$ cat config.mk
export PLATFORM = sky130hd
export DESIGN_NAME = vga_rx_monitor_flat
export DESIGN_NICKNAME = d
export VERILOG_FILES = /design/src/rtl/vga_pkg.sv /design/src/rtl/vga_rx_monitor_if.sv /design/src/rtl/vga_frame_sum.sv /design/src/rtl/vga_rx_monitor.sv /design/src/flat_wrapper.sv
export SDC_FILE = /design/constraint.sdc
export NUM_CORES = 1
export LEC_CHECK = 0
export CORE_ASPECT_RATIO = 1.75
export CORE_MARGIN = 1
export CORE_UTILIZATION = 50
export CTS_BUF_LIST = sky130_fd_sc_hd__clkbuf_4 sky130_fd_sc_hd__clkbuf_8
export CTS_CLUSTER_DIAMETER = 30
export CTS_CLUSTER_SIZE = 16
export DETAILED_ROUTE_END_ITERATION = 6
export PLACE_DENSITY = 0.7
export SYNTH_ARGS = -nofsm -noshare
export SYNTH_HDL_FRONTEND = slang
export SYNTH_SLANG_ARGS = --single-unit
$ cat constraint.sdc
create_clock -name clk -period 7.15 [get_ports clk]
set_input_delay 1.43 -clock clk [delete_from_list [all_inputs] [get_ports clk]]
set_output_delay 1.43 -clock clk [all_outputs]
set_load 0.02 [all_outputs]
$ cat src/rtl/vga_pkg.sv
// Shared 640x480@60 raster timing and receive-monitor state encoding.
// Used by both the VGA timing generator and the receive-side monitor.
package vga_pkg;

    localparam int H_ACTIVE = 640;
    localparam int H_FRONT  = 16;
    localparam int H_SYNC   = 96;
    localparam int H_BACK   = 48;
    localparam int V_ACTIVE = 480;
    localparam int V_FRONT  = 10;
    localparam int V_SYNC   = 2;
    localparam int V_BACK   = 33;

    localparam int H_TOTAL = H_ACTIVE + H_FRONT + H_SYNC + H_BACK;
    localparam int V_TOTAL = V_ACTIVE + V_FRONT + V_SYNC + V_BACK;

    typedef enum logic [1:0] {
        SEARCH  = 2'd0,
        ACQUIRE = 2'd1,
        LOCKED  = 2'd2
    } rx_state_t;

endpackage

$ cat src/rtl/vga_rx_monitor_if.sv
// Video bus into the receive monitor plus its recovered timing and checksum results.
// master drives syncs/RGB (source side); slave is the monitor.
interface vga_rx_monitor_if;

    logic        hsync_in;
    logic        vsync_in;
    logic [5:0]  rgb_in;
    logic        locked;
    logic        de_out;
    logic [9:0]  x_out;
    logic [9:0]  y_out;
    logic        frame_valid;
    logic [15:0] frame_sum;
    logic        sync_err;

    modport master (
        output hsync_in, vsync_in, rgb_in,
        input  locked, de_out, x_out, y_out, frame_valid, frame_sum, sync_err
    );

    modport slave (
        input  hsync_in, vsync_in, rgb_in,
        output locked, de_out, x_out, y_out, frame_valid, frame_sum, sync_err
    );

endinterface

$ cat src/rtl/vga_frame_sum.sv
// Mod-256 Fletcher accumulator over active pixels; clr restarts a frame, drop spoils it.
// Result registered one cycle after the capture pixel; no backpressure.
module vga_frame_sum (
    input  logic        clk,
    input  logic        rst,
    input  logic        clr,
    input  logic        en,
    input  logic        cap,
    input  logic        drop,
    input  logic [5:0]  pix,
    output logic        frame_valid,
    output logic [15:0] frame_sum
);

    logic [7:0] sum1, sum2, sum1_nxt, sum2_nxt;
    logic       clean, take;

    always_comb begin
        sum1_nxt = clr ? 8'd0 : sum1;
        sum2_nxt = clr ? 8'd0 : sum2;
        if (en) begin
            sum1_nxt = sum1_nxt + {2'b00, pix};
            sum2_nxt = sum2_nxt + sum1_nxt;
        end
        // a frame only reports if it started clean and nothing spoiled it up to the last pixel
        take = cap && clean && !drop;
    end

    always_ff @(posedge clk) begin
        if (rst) begin
            sum1        <= '0;
            sum2        <= '0;
            clean       <= 1'b0;
            frame_valid <= 1'b0;
            frame_sum   <= '0;
        end else begin
            sum1        <= sum1_nxt;
            sum2        <= sum2_nxt;
            frame_valid <= take;
            if (take)
                frame_sum <= {sum2_nxt, sum1_nxt};
            if (drop)
                clean <= 1'b0;
            else if (clr)
                clean <= 1'b1;
        end
    end

endmodule

$ cat src/rtl/vga_rx_monitor.sv
// Locks to the VGA raster from hsync/vsync, regenerates x/y/de, checksums clean frames (VGA_RX_ERRCNT_EN adds err_count).
// All outputs registered, 1 cycle after the input sample; no backpressure.
module vga_rx_monitor #(
    parameter int H_ACTIVE = vga_pkg::H_ACTIVE,
    parameter int H_FRONT  = vga_pkg::H_FRONT,
    parameter int H_SYNC   = vga_pkg::H_SYNC,
    parameter int H_BACK   = vga_pkg::H_BACK,
    parameter int V_ACTIVE = vga_pkg::V_ACTIVE,
    parameter int V_FRONT  = vga_pkg::V_FRONT,
    parameter int V_SYNC   = vga_pkg::V_SYNC,
    parameter int V_BACK   = vga_pkg::V_BACK
) (
    input  logic            clk,
    input  logic            rst,
    vga_rx_monitor_if.slave vid
`ifdef VGA_RX_ERRCNT_EN
    ,
    output logic [7:0]      err_count
`endif
);
    import vga_pkg::*;

    localparam int H_TOT = H_ACTIVE + H_FRONT + H_SYNC + H_BACK;
    localparam int V_TOT = V_ACTIVE + V_FRONT + V_SYNC + V_BACK;

    localparam logic [9:0]  H_ACT   = 10'(H_ACTIVE);
    localparam logic [9:0]  HC_LOAD = 10'(H_ACTIVE + H_FRONT);
    localparam logic [9:0]  HC_MAX  = 10'(H_TOT - 1);
    localparam logic [9:0]  V_ACT   = 10'(V_ACTIVE);
    localparam logic [9:0]  VC_LOAD = 10'(V_ACTIVE + V_FRONT);
    localparam logic [9:0]  VC_MAX  = 10'(V_TOT - 1);
    localparam logic [10:0] HP_PER  = 11'(H_TOT);
    localparam logic [10:0] HP_SAT  = 11'(2 * H_TOT);
    localparam logic [10:0] VL_TOT  = 11'(V_TOT);

    rx_state_t   state;
    logic [9:0]  hc, vc, hc_nxt, vc_nxt;
    logic [10:0] hp, hp_nxt, vlines, vlines_nxt, vlines_meas;
    logic        hs_q, vs_q, primed, hp_valid, h_bad;
    logic        h_fall, v_fall, hc_wrap, de_nxt, h_mis, v_mis, hp_sat, err;
    logic        sum_clr, sum_cap;

    always_comb begin
        h_fall  = primed && hs_q && !vid.hsync_in;
        v_fall  = primed && vs_q && !vid.vsync_in;
        // an hsync fall reloads hc even when it lands on the wrap column
        hc_wrap = (hc == HC_MAX) && !h_fall;
        hc_nxt  = h_fall ? HC_LOAD : (hc_wrap ? 10'd0 : hc + 10'd1);
        vc_nxt  = vc;
        if (v_fall)
            vc_nxt = VC_LOAD;
        else if (hc_wrap)
            vc_nxt = (vc == VC_MAX) ? 10'd0 : vc + 10'd1;
        hp_nxt      = h_fall ? 11'd1 : ((hp == HP_SAT) ? HP_SAT : hp + 11'd1);
        vlines_meas = (vlines == 11'h7FF) ? vlines : vlines + {10'd0, hc_wrap};
        vlines_nxt  = v_fall ? 11'd0 : vlines_meas;
        de_nxt      = (hc_nxt < H_ACT) && (vc_nxt < V_ACT);
        h_mis       = h_fall && hp_valid && (hp != HP_PER);
        v_mis       = v_fall && (vlines_meas != VL_TOT);
        hp_sat      = !h_fall && (hp == HP_SAT - 11'd1);
        err         = (state == LOCKED) && (h_mis || v_mis || hp_sat);
        sum_clr     = (state == LOCKED) && (hc_nxt == 10'd0) && (vc_nxt == 10'd0);
        sum_cap     = (state == LOCKED) && (hc_nxt == H_ACT - 10'd1) && (vc_nxt == V_ACT - 10'd1);
    end

    always_ff @(posedge clk) begin
        if (rst) begin
            state      <= SEARCH;
            hs_q       <= 1'b0;
            vs_q       <= 1'b0;
            primed     <= 1'b0;
            hc         <= '0;
            vc         <= '0;
            hp         <= '0;
            vlines     <= '0;
            hp_valid   <= 1'b0;
            h_bad      <= 1'b0;
            vid.locked   <= 1'b0;
            vid.sync_err <= 1'b0;
            vid.de_out   <= 1'b0;
            vid.x_out    <= '0;
            vid.y_out    <= '0;
        end else begin
            hs_q     <= vid.hsync_in;
            vs_q     <= vid.vsync_in;
            primed   <= 1'b1;
            hc       <= hc_nxt;
            vc       <= vc_nxt;
            hp       <= hp_nxt;
            vlines   <= vlines_nxt;
            if (h_fall)
                hp_valid <= 1'b1;
            if (h_mis)
                h_bad <= 1'b1;
            vid.sync_err <= err;
            vid.de_out   <= de_nxt;
            vid.x_out    <= de_nxt ? hc_nxt : 10'd0;
            vid.y_out    <= de_nxt ? vc_nxt : 10'd0;
            case (state)
                SEARCH: if (v_fall) begin
                    state <= ACQUIRE;
                    h_bad <= 1'b0;
                end
                ACQUIRE: if (v_fall) begin
                    if (!v_mis && !h_bad && !h_mis) begin
                        state      <= LOCKED;
                        vid.locked <= 1'b1;
                    end
                    h_bad <= 1'b0;
                end
                LOCKED: if (err) begin
                    state      <= SEARCH;
                    vid.locked <= 1'b0;
                    hp_valid   <= 1'b0;
                end
                default: begin
                    state      <= SEARCH;
                    vid.locked <= 1'b0;
                end
            endcase
        end
    end

    vga_frame_sum u_sum (
        .clk         (clk),
        .rst         (rst),
        .clr         (sum_clr),
        .en          (de_nxt),
        .cap         (sum_cap),
        .drop        (err),
        .pix         (vid.rgb_in),
        .frame_valid (vid.frame_valid),
        .frame_sum   (vid.frame_sum)
    );

`ifdef VGA_RX_ERRCNT_EN
    always_ff @(posedge clk) begin
        if (rst)
            err_count <= '0;
        else if (vid.sync_err && (err_count != 8'hFF))
            err_count <= err_count + 8'd1;
    end
`endif

endmodule

$ cat src/flat_wrapper.sv
// flat-port wrapper written by rule: the top's interface ports become plain ports
module vga_rx_monitor_flat import vga_pkg::*;
#(
    parameter int H_ACTIVE = vga_pkg::H_ACTIVE,
    parameter int H_FRONT  = vga_pkg::H_FRONT,
    parameter int H_SYNC   = vga_pkg::H_SYNC,
    parameter int H_BACK   = vga_pkg::H_BACK,
    parameter int V_ACTIVE = vga_pkg::V_ACTIVE,
    parameter int V_FRONT  = vga_pkg::V_FRONT,
    parameter int V_SYNC   = vga_pkg::V_SYNC,
    parameter int V_BACK   = vga_pkg::V_BACK
)
  (clk, rst, vid_hsync_in, vid_vsync_in, vid_rgb_in, vid_locked, vid_de_out, vid_x_out, vid_y_out, vid_frame_valid, vid_frame_sum, vid_sync_err);
  vga_rx_monitor_if vid_i ();
  input  logic clk;
  input  logic rst;
  input wire logic [$bits(vid_i.hsync_in)-1:0] vid_hsync_in;
  input wire logic [$bits(vid_i.vsync_in)-1:0] vid_vsync_in;
  input wire logic [$bits(vid_i.rgb_in)-1:0] vid_rgb_in;
  output wire logic [$bits(vid_i.locked)-1:0] vid_locked;
  output wire logic [$bits(vid_i.de_out)-1:0] vid_de_out;
  output wire logic [$bits(vid_i.x_out)-1:0] vid_x_out;
  output wire logic [$bits(vid_i.y_out)-1:0] vid_y_out;
  output wire logic [$bits(vid_i.frame_valid)-1:0] vid_frame_valid;
  output wire logic [$bits(vid_i.frame_sum)-1:0] vid_frame_sum;
  output wire logic [$bits(vid_i.sync_err)-1:0] vid_sync_err;
  assign vid_i.hsync_in = vid_hsync_in;
  assign vid_i.vsync_in = vid_vsync_in;
  assign vid_i.rgb_in = vid_rgb_in;
  assign vid_locked = vid_i.locked;
  assign vid_de_out = vid_i.de_out;
  assign vid_x_out = vid_i.x_out;
  assign vid_y_out = vid_i.y_out;
  assign vid_frame_valid = vid_i.frame_valid;
  assign vid_frame_sum = vid_i.frame_sum;
  assign vid_sync_err = vid_i.sync_err;
  vga_rx_monitor #(.H_ACTIVE(H_ACTIVE), .H_FRONT(H_FRONT), .H_SYNC(H_SYNC), .H_BACK(H_BACK), .V_ACTIVE(V_ACTIVE), .V_FRONT(V_FRONT), .V_SYNC(V_SYNC), .V_BACK(V_BACK)) u_core (.clk(clk), .rst(rst), .vid(vid_i));
endmodule
[Yosys cells after proc, flatten, opt, wreduce, memory -nomap -nowiden]
Index checks and enable logic that the tools add are counted.
Cells by class
  add/subtract/negate cells: 6
  magnitude comparators: 2
  eq/ne operators: 15
  mux-type cells: 28
  bitwise logic cells: 2
  reduce and logical (&&, ||, !) cells: 39
Operators by type and width (count)
  10-bit 2-to-1 mux: 5
  11-bit equality test (second input constant): 3
  8-bit 2-to-1 mux: 4
  10-bit equality test (second input constant): 3
  11-bit 2-to-1 mux: 2
  11-bit by 10-bit inequality test with 1-bit output (second input constant): 2
  10-bit by 1-bit adder with 10-bit output (second input constant): 2
  10-bit zero test: 2
  1-bit logical AND: 19
  11-bit by 1-bit adder with 11-bit output: 1
  11-bit by 1-bit adder with 11-bit output (second input constant): 1
  1-bit 2-to-1 mux: 11
  10-bit by 9-bit equality test with 1-bit output (second input constant): 1
  10-bit less-than comparator (second input constant): 1
  10-bit by 9-bit less-than comparator with 1-bit output (second input constant): 1
  2-bit OR reduction: 5
  8-bit by 6-bit adder with 8-bit output: 1
  8-bit adder: 1
  2-bit 2-to-1 mux: 4
  4-bit AND reduction: 2
  1-bit zero test: 7
  2-bit by 1-bit inequality test with 1-bit output (second input constant): 3
  2-bit one-hot mux with 3 select lines: 1
  1-bit one-hot mux with 3 select lines: 1
  7 further kinds: 9
Word-level totals
  register bits: 106
  input bits: 10
  output and inout port bits: 40
  logic and storage cells: 114

[Longest topological paths before layout]
Gate-level depths: netlist of run 1.
  depth in word-level cells: 14
  gate-level depth with buffers: 28
  depth with buffers taken out: 25

[Cells and area by module]
A second synthesis of run 1 with hierarchy kept.
Unflattened totals
  cells, all modules: 600
  area, all modules: 5261.3 um2
By module, submodules not included
  vga_rx_monitor: times used 1, cells an instance 400, area an instance 3469.6 um2, sequential area each 1441.4 um2
  vga_frame_sum: times used 1, cells an instance 200, area an instance 1791.7 um2, sequential area each 680.7 um2

[Worst setup path after synthesis of run 1]
Ideal clock, no wire load.
  path kind: input to register
  start: input port vid_hsync_in
  end: register u_core.u_sum.frame_sum[15]
  library setup time: 133 ps
  arrival: 6254 ps
  data required time: 7017 ps
  setup slack: 764 ps
  stages: 25
  path buffers: 4
  cells stage by stage: nand3b_1 nand4_4 clkbuf_1 nor3b_1 mux2i_4 nand4_2 or4_1 buf_2 buf_2 clkbuf_1 and2_1 ha_1 inv_1 fa_1 inv_1 ha_1 a21o_1 a211oi_1 o21bai_1 a21o_1 a21oi_1 xnor2_1 o211a_1 a211oi_2 a211oi_2
Between the ends
  word-level cells in the longest chain between the ends: 13
  elaborated cells between the ends (all ways): 37
  those cells by class: 3 x add/sub; 2 x order compare; 3 x eq/ne; 8 x mux; 21 x reduce/logical
RTL lines
  start, declared: line flat_wrapper.sv:17  | input wire logic [$bits(vid_i.hsync_in)-1:0] vid_hsync_in;
  1-bit zero test *: line vga_rx_monitor.sv:44  | h_fall = primed && hs_q && !vid.hsync_in;
  1-bit logical AND *: line vga_rx_monitor.sv:44
  1-bit zero test: line vga_rx_monitor.sv:47, vga_rx_monitor.sv:60
  1-bit logical AND: line vga_rx_monitor.sv:47  | hc_wrap = (hc == HC_MAX) && !h_fall;
  10-bit 2-to-1 mux / 11-bit by 1-bit adder with 11-bit output (equally long branches): line vga_rx_monitor.sv:48, vga_rx_monitor.sv:55
  10-bit 2-to-1 mux / 11-bit 2-to-1 mux (equally long branches): line vga_rx_monitor.sv:48, vga_rx_monitor.sv:55
  10-bit zero test / 11-bit by 10-bit inequality test with 1-bit output (equally long branches): line vga_rx_monitor.sv:62, vga_rx_monitor.sv:59
  1-bit logical AND (on tied branches): line vga_rx_monitor.sv:62, vga_rx_monitor.sv:59
  1-bit logical AND / 1-bit logical OR (equally long branches): line vga_rx_monitor.sv:62, vga_rx_monitor.sv:61
  8-bit 2-to-1 mux / 1-bit logical OR (equally long branches): line vga_frame_sum.sv:19, vga_rx_monitor.sv:61
  8-bit by 6-bit adder with 8-bit output / 1-bit logical AND (equally long branches): line vga_frame_sum.sv:22, vga_rx_monitor.sv:61
  8-bit adder / 1-bit zero test (equally long branches): line vga_frame_sum.sv:23, vga_frame_sum.sv:26
  8-bit 2-to-1 mux / 1-bit logical AND (equally long branches): line vga_frame_sum.sv:21, vga_frame_sum.sv:26
  end signal, assigned: line vga_frame_sum.sv:41  | frame_sum <= {sum2_nxt, sum1_nxt};
  end, declared: line vga_frame_sum.sv:12  | output logic [15:0] frame_sum
Every way passes the cells marked *; elsewhere a longest branch is shown, timed or not.
A chain may end at the register's enable or synchronous reset.

[Worst setup path in the final report of run 1]
Same ends and word-level chain as after synthesis.

==> results of run 1 <==
## kinds of logic after synthesis
| group | after synthesis |
|---|---|
| adders and majority gates | 22 |
| AOI/OAI and AO/OA | 134 |
| buffers and inverters | 57 |
| and+or+nand+nor | 275 |
| other | 1 |
| DFF | 106 |
| xor gates and xnor gates | 29 |
| muxes | 4 |
## synth_stat cells, types with 8 or more instances
cell and number:
clkbuf_1 19, inv_1 26, o21ai_0 17, a31oi_1 8, nor2_1 78, xnor2_1 14
and2_1 17, nand2_1 52, nand3_1 28, and3_1 20, dfxtp_1 106, nand4_1 10
o21a_1 11, a21o_1 15, xor2_1 15, nor2b_1 9, a21oi_1 37, ha_1 20
nor3_1 12
## state kept, by name, summed over array words and instances (netlist names), 2 cells and up
name and flops:
u_core.hc 10, u_core.hp 11, u_core.state 2, u_core.u_sum.frame_sum 16, u_core.u_sum.sum1 8, u_core.u_sum.sum2 8, u_core.vc 10, u_core.vid.x_out 10
u_core.vid.y_out 10, u_core.vlines 11
## worst register-to-register path: cells and delay by family (launching register included)
kind | cells | cell delay, ps
and+or+nand+nor | 6 | 1780
AOI/OAI and AO/OA | 10 | 2030
buffers and inverters | 3 | 400
DFF | 1 | 390
xor gates and xnor gates | 2 | 400
adders and majority gates | 3 | 750
## routing by layer
metal	part of all wire, %	routed length [um]	track usage [%]	vias up
li1	-	-	-	2283
met1	37	4970	25.4	2209
met2	54	7190	47.0	117
met3	3.5	465	3.89	41
met4	4.8	630	14.7	0
met5	0	0	0	-
## final cells by class
type                    count  area [um2]  area share (%)
clock buffers               9         124            2.02
clock inverters             7         124            2.02
multi-input cells         465        2970            48.3
well taps                 127         159            2.59
flip-flops and latches    106        2120            34.5
inverters                  27         101            1.65
repair buffers             57         546            8.88
## where the power goes
group          total, mW  leakage (nW)  internal (mW)  switching, mW
registers          0.654         0.863          0.631         0.0230
clock network      0.451         0.120          0.236          0.215
logic              0.416          1.43          0.187          0.229
total               1.52          2.42           1.05          0.467
## worst max path at each step
| stage | end | slack (ps) | depth (start not counted) |
|---|---|---|---|
| after global placement | u_core.u_sum.frame_sum[15]$_SDFFE_PP0P_ | 340 | 23 |
| after global routing | u_core.u_sum.frame_sum[15]$_SDFFE_PP0P_ | 260 | 23 |
| after CTS | u_core.u_sum.frame_sum[15]$_SDFFE_PP0P_ | 600 | 23 |
| final | u_core.u_sum.frame_sum[15]$_SDFFE_PP0P_ | 580 | 23 |
| after floorplan | u_core.u_sum.frame_sum[15]$_SDFFE_PP0P_ | 760 | 25 |
| after detailed placement | u_core.u_sum.frame_sum[15]$_SDFFE_PP0P_ | 220 | 23 |
## per-stage QoR
step	utilization, %	cell area [um2]	hold slack (ps)	total power [mW]
6_report	59.7	6140	457	1.52
2_1_floorplan	-	5320	424	0.986
4_1_cts	59.7	6140	461	1.54
5_1_grt	59.7	6140	479	1.61
3_3_place_gp	57.3	5900	443	1.07
3_5_place_dp	57.3	5900	446	1.08
==> summary.md, run 1 <==
| Metric | Value |
|---|---|
| Xor/xnor share of the synthesized area | 4.77% |
| Fraction of synthesized area in multiplexers | 0.987% |
| Combined area of all synthesized cells | 5320 um2 |
| Max-slew headroom | 49.4% |
| Area of the core | 10300 um2 |
| Final setup fails | 0 |
| Hold path startpoint | u_core.u_sum.frame_sum[5]$_SDFFE_PP0P_ |
| Category of the most critical setup path | primary input to flip-flop |
| Leading area contributor after synthesis | dfxtp_1 |
| Number of cells on the worst reg-to-reg path | 24 |
| PwrDens | 247 nW/um2 |
| Cells after Synth | 628 |
| FILL cells | 953 |
| PortBufs | 49 |
| Status | finished, final reports clean |
| Number of instances in the placed design | 782 |
| Arrival time worst endpoint | 6820 ps |
| Number of synthesized flops with an enable pin | 0 |
| Clock latency at the later pin of the worst-skew pair | 380 ps |
| Final clock skew | 9.92 ps |
| Area growth from synthesis to final layout | 15.4% |
| CP Data Required Time | 7400 ps |
| Main flop type after synthesis | dfxtp_1 |
| Die height | 138 um |
| Largest stage delay, worst path | 690 ps |
| Post-cts hold buffer count | 0 |
| Crit end category | flip-flop |
| Terminus of the critical flop-to-flop path | u_core.u_sum.frame_sum[15]$_SDFFE_PP0P_ |
| Start point of the critical path | vid_hsync_in |
| Commonest non-fill, non-tap cell in the layout | dfxtp_1 |
| Commonest cells after routing, fill and taps aside | 106 x dfxtp_1, 78 x nor2_1, 52 x nand2_1, 48 x clkdlybuf4s50_1, 37 x a21oi_1 |
| Max-cap viol count | 0 |
| Top post-synthesis cells by area | dfxtp_1 40%, nor2_1 5.5%, ha_1 4.7% |
| DRC violations left | 0 |
| Nets@finish | 698 |
| Proportion of layout cells with a drive suffix above 1 | 7.15% |
| Number of synthesis warnings | 0 |
| Destination of the worst hold path | u_core.u_sum.frame_sum[5]$_SDFFE_PP0P_ |
| Transition time at the pin with the least slew margin | 756 ps |
| Async set-reset flop share out of synthesis | 0% |
| Antenna violations before repair | 0 |
| Global Route Usage Sum | 25.2% |
| Initial DRC count | 244 |
| Dominant combinational cell family by area after synthesis | simple AND/OR/NAND/NOR gates |
| Largest net degree at the start of global routing | 47 |
| Pins over their slew limit | 0 |
| Starting density of the core | 51.7% |
| # rows | 49 |
| DRT antenna net count | 0 |
| Sequential area share after synthesis | 39.9% |
| First-pass GRT wire length | 21700 um |
| Simple-Gate Fraction of Synth Area | 27.2% |
| I/O pin count | 50 |
| Vias/cell | 5.83 |
| Maximum count of clock buffers along a single path | 2 |
| Slowest-stage cell, CP | or4_1 |
| Final-report hold violation count | 0 |
| CTS sink cnt | 106 |
| Share of synthesized cell area in full adder, half adder and majority cells | 5.45% |
| Worst Slack Setup Final | 580 ps |
| Worst setup timing slack at the placement stage | 222 ps |
| Number of post-CTS setup repair buffers | 0 |
| Hold path depth | 2 |
| DRT Wirelength | 13300 um |
| Via count of the first global-routing pass | 4643 |
| Worst min-delay path class | flip-flop to flip-flop |
| Post-route fraction of the period consumed by the critical path | 91.9% |
| Number of antenna cells inserted | 0 |
| H-tree lvl count | 3 |
| Total negative slack | 0 ps |
| FMAX | 0.152 GHz |
| Clock root buffer master | clkbuf_8 |
| Worst reg2reg setup slack | 1250 ps |
| Clock period minus worst slack | 6570 ps |
| # resized after CTS | 0 |
| Syn_nets | 660 |
| Total vias in the final route | 4650 |
| Total buffers and inverters traversed by the critical path | 3 |
| Top delay family on crit path | compound AO/OA/AOI/OAI gates |
| Unrepaired setup endpoints after global routing | no |
| Detail Placement HPWL | 9950 um |
| Ordered list of cells on the worst path | clkdlybuf4s50_1 -> nand3b_1 -> nand4_4 -> o21a_1 -> o21ai_1 -> nand3_1 -> or4_1 -> buf_4 -> nand2_1 -> inv_1 -> ha_1 -> a21oi_1 -> o21bai_1 -> xor2_1 -> ha_1 -> o21ai_0 -> o21bai_1 -> a21o_1 -> a21oi_1 -> xnor2_1 -> o211a_1 -> a211oi_2 -> a211oi_2 |
| Compound-cell area share of the yosys netlist | 17.3% |
| Placer's final routability congestion estimate | 0.895 |
| Total leakage power | 2.42 nW |
| Per-cell routed wire length | 16.6 um |
| Syn avg cell area | 8.48 um2 |
| Number of distinct library cells after synthesis | 76 |
| Maximum ir drop on the vdd rail | 0.174 mV |
| Global-route congestion overflow total | 0 |
| Startpoint class of the critical path | primary input |
| Overall die area | 11100 um2 |
| Largest driver fanout on the critical path | 10 |
| Worst reg2reg path startpoint | u_core.vc[0]$_SDFF_PP0_ |
| Non-filler cells, final | 798 |
| Horizontal die dimension | 80.0 um |
| Flops & latches, synth | 106 |
| CTS buffer count | 9 |
| Number of detailed-route iterations in the first pass | 5 |
| Clk slew on worst S/H paths | 100 ps |
| TritonCTS clock tree | yes |
| Area share of the largest cell type after synthesis | 39.9% |
No activity file was read; power rests on OpenSTA's default activity.
==> run 2: changes to the inputs <==
--- a/config.mk
+++ b/config.mk
@@ -5,14 +5,15 @@
 export SDC_FILE = /design/constraint.sdc
 export NUM_CORES = 1
 export LEC_CHECK = 0
+export CAP_MARGIN = 20
 export CORE_ASPECT_RATIO = 1.75
 export CORE_MARGIN = 1
-export CORE_UTILIZATION = 50
+export CORE_UTILIZATION = 40
 export CTS_BUF_LIST = sky130_fd_sc_hd__clkbuf_4 sky130_fd_sc_hd__clkbuf_8
 export CTS_CLUSTER_DIAMETER = 30
 export CTS_CLUSTER_SIZE = 16
 export DETAILED_ROUTE_END_ITERATION = 6
-export PLACE_DENSITY = 0.7
+export PLACE_DENSITY = 0.58
 export SYNTH_ARGS = -nofsm -noshare
 export SYNTH_HDL_FRONTEND = slang
 export SYNTH_SLANG_ARGS = --single-unit
==> summary.md, run 2 (synthesis results as in run 1) <==
| Metric | Value |
|---|---|
| Unrepaired setup endpoints after global routing | no (unchanged) |
| CTS buffer count | 9 (unchanged) |
| Proportion of layout cells with a drive suffix above 1 | 7.01% (was 7.15%) |
| Non-filler cells, final | 841 (was 798) |
| Max-cap viol count | 0 (unchanged) |
| Transition time at the pin with the least slew margin | 642 ps (was 756 ps) |
| Number of antenna cells inserted | 0 (unchanged) |
| Worst reg2reg path startpoint | u_core.hc[0]$_SDFF_PP0_ (was u_core.vc[0]$_SDFF_PP0_) |
| Start point of the critical path | vid_hsync_in (unchanged) |
| Category of the most critical setup path | primary input to flip-flop (unchanged) |
| Global Route Usage Sum | 20.5% (was 25.2%) |
| Flip-flop count of the largest register after layout | 16 (unchanged) |
| Hold path startpoint | u_core.u_sum.clean$_SDFFE_PP0P_ (was u_core.u_sum.frame_sum[5]$_SDFFE_PP0P_) |
| Largest net degree at the start of global routing | 47 (unchanged) |
| Pins over their slew limit | 0 (unchanged) |
| PwrDens | 244 nW/um2 (was 247 nW/um2) |
| Number of instances in the placed design | 826 (was 782) |
| Commonest cells after routing, fill and taps aside | 106 x dfxtp_1, 78 x nor2_1, 52 x nand2_1, 48 x clkdlybuf4s50_1, 37 x a21oi_1 (unchanged) |
| Worst setup timing slack at the placement stage | 295 ps (was 222 ps) |
| Global-route congestion overflow total | 0 (unchanged) |
| Number of post-CTS setup repair buffers | 0 (unchanged) |
| Clock root buffer master | clkbuf_8 (unchanged) |
| Slowest-stage cell, CP | or4_1 (unchanged) |
| Total buffers and inverters traversed by the critical path | 3 (unchanged) |
| FMAX | 0.154 GHz (was 0.152 GHz) |
| CTS sink cnt | 106 (unchanged) |
| Per-cell routed wire length | 16.0 um (was 16.6 um) |
| Ordered list of cells on the worst path | clkdlybuf4s50_1 -> nand3b_1 -> nand4_4 -> o21a_1 -> nor3_2 -> nand4_2 -> or4_1 -> buf_4 -> and2_1 -> ha_1 -> inv_1 -> nor2_1 -> o21ai_0 -> nand2b_1 -> xor2_1 -> ha_1 -> o21ai_0 -> o21bai_1 -> a21o_1 -> a21oi_1 -> xnor2_1 -> o211a_1 -> a211oi_2 -> a211oi_2 (was clkdlybuf4s50_1 -> nand3b_1 -> nand4_4 -> o21a_1 -> o21ai_1 -> nand3_1 -> or4_1 -> buf_4 -> nand2_1 -> inv_1 -> ha_1 -> a21oi_1 -> o21bai_1 -> xor2_1 -> ha_1 -> o21ai_0 -> o21bai_1 -> a21o_1 -> a21oi_1 -> xnor2_1 -> o211a_1 -> a211oi_2 -> a211oi_2) |
| Maximum ir drop on the vdd rail | 0.174 mV (about the same) |
| Clk slew on worst S/H paths | 90 ps (was 100 ps) |
| Worst Slack Setup Final | 648 ps (was 580 ps) |
| Total leakage power | 2.42 nW (about the same) |
| # rows | 55 (was 49) |
| Max-slew headroom | 56.8% (was 49.4%) |
| Starting density of the core | 41.1% (was 51.7%) |
| Area of the core | 12900 um2 (was 10300 um2) |
| Antenna violations before repair | 0 (unchanged) |
| Layer with the highest usage after global routing | met2 (unchanged) |
| Crit end category | flip-flop (unchanged) |
| Post-route fraction of the period consumed by the critical path | 90.9% (was 91.9%) |
| Detail Placement HPWL | 10000 um (was 9950 um) |
| DRC violations left | 0 (unchanged) |
| Post-cts hold buffer count | 0 (unchanged) |
| Clock latency at the later pin of the worst-skew pair | 370 ps (was 380 ps) |
| Largest stage delay, worst path | 570 ps (was 690 ps) |
| Arrival time worst endpoint | 6740 ps (was 6820 ps) |
| Final clock skew | 12.1 ps (was 9.92 ps) |
| Number of detailed-route iterations in the first pass | 4 (was 5) |
| Leading registers by flop count | u_core.u_sum.frame_sum (16), u_core.hp (11), u_core.vlines (11) (unchanged) |
| Met1 Usage GRT | 20.4% (was 25.4%) |
| Status | finished, final reports clean (unchanged) |
| Final-report hold violation count | 0 (unchanged) |
| Area growth from synthesis to final layout | 16.3% (was 15.4%) |
| Final setup fails | 0 (unchanged) |
| Met2 Usage GRT | 38.6% (was 47.0%) |
| Total negative slack | 0 ps (unchanged) |
| Total vias in the final route | 4632 (was 4650) |
| Placer's final routability congestion estimate | 0.924 (was 0.895) |
| Routing usage on met3 | 3.20% (was 3.89%) |
| Commonest non-fill, non-tap cell in the layout | dfxtp_1 (unchanged) |
| Initial DRC count | 178 (was 244) |
| I/O pin count | 50 (unchanged) |
| PortBufs | 49 (unchanged) |
| Nets@finish | 698 (unchanged) |
| Largest Register | u_core.u_sum.frame_sum (unchanged) |
| Maximum count of clock buffers along a single path | 2 (unchanged) |
| TritonCTS clock tree | yes (unchanged) |
| Overall die area | 13800 um2 (was 11100 um2) |
| Largest driver fanout on the critical path | 23 (was 10) |
| Horizontal die dimension | 89.2 um (was 80.0 um) |
| Die height | 155 um (was 138 um) |
| DRT antenna net count | 0 (unchanged) |
| # resized after CTS | 0 (unchanged) |
| H-tree lvl count | 3 (unchanged) |
| Top delay family on crit path | simple AND/OR/NAND/NOR gates (was compound AO/OA/AOI/OAI gates) |
| DRT Wirelength | 13400 um (was 13300 um) |
| Startpoint class of the critical path | primary input (unchanged) |
| Via count of the first global-routing pass | 4641 (was 4643) |
| Worst min-delay path class | flip-flop to flip-flop (unchanged) |
| CP Data Required Time | 7390 ps (was 7400 ps) |
| Vias/cell | 5.51 (was 5.83) |
| Clock period minus worst slack | 6500 ps (was 6570 ps) |
| First-pass GRT wire length | 21700 um (about the same) |
==> run 2: routing by layer <==
layer | share of wire, % | vias up
li1 | - | 2281
met1 | 39 | 2231
met2 | 55 | 84
met3 | 2.4 | 36
met4 | 3.8 | 0
met5 | 0 | -
==> run 2: cell type report <==
| type | count | area [um2] |
|---|---|---|
| clock buffers | 10 | 138 |
| clock inverters | 5 | 103 |
| repair buffers | 57 | 546 |
| inverters | 27 | 101 |
| well taps | 171 | 214 |
| fillers | 1334 | 6750 |
| multi-input cells | 465 | 2970 |
| flip-flops and latches | 106 | 2120 |
==> run 2: through the flow <==
stage / instance area [um2] / total power [mW] / util [%] / hold slack (ps)
2_1_floorplan: 5320 / 0.986 / - / 424
3_3_place_gp: 5950 / 1.08 / 46.0 / 447
3_5_place_dp: 5950 / 1.08 / 46.0 / 450
4_1_cts: 6190 / 1.54 / 47.9 / 463
5_1_grt: 6190 / 1.61 / 47.9 / 481
6_report: 6190 / 1.51 / 47.9 / 460
==> run 2: tightest hold or removal path, stage by stage, from the launching register on <==
cell	delay, ps
dfxtp_1	320
inv_1	50
a21oi_1	50
==> run 2: worst paths after layout <==
path | slack (ps) | endpoint | cells after the start
worst max-delay path | 650 | u_core.u_sum.frame_sum[15]$_SDFFE_PP0P_ | 24
worst min-delay path | 460 | u_core.u_sum.clean$_SDFFE_PP0P_ | 2
worst max register to register | 1330 | u_core.u_sum.frame_sum[15]$_SDFFE_PP0P_ | 24
worst min register to register | 460 | u_core.u_sum.clean$_SDFFE_PP0P_ | 2
==> run 2: report_power, final <==
part           total [mW]  switching (mW)  internal (mW)  leakage, nW
logic               0.417           0.230          0.187         1.43
clock network       0.443           0.203          0.240        0.118
registers           0.653          0.0224          0.631        0.863
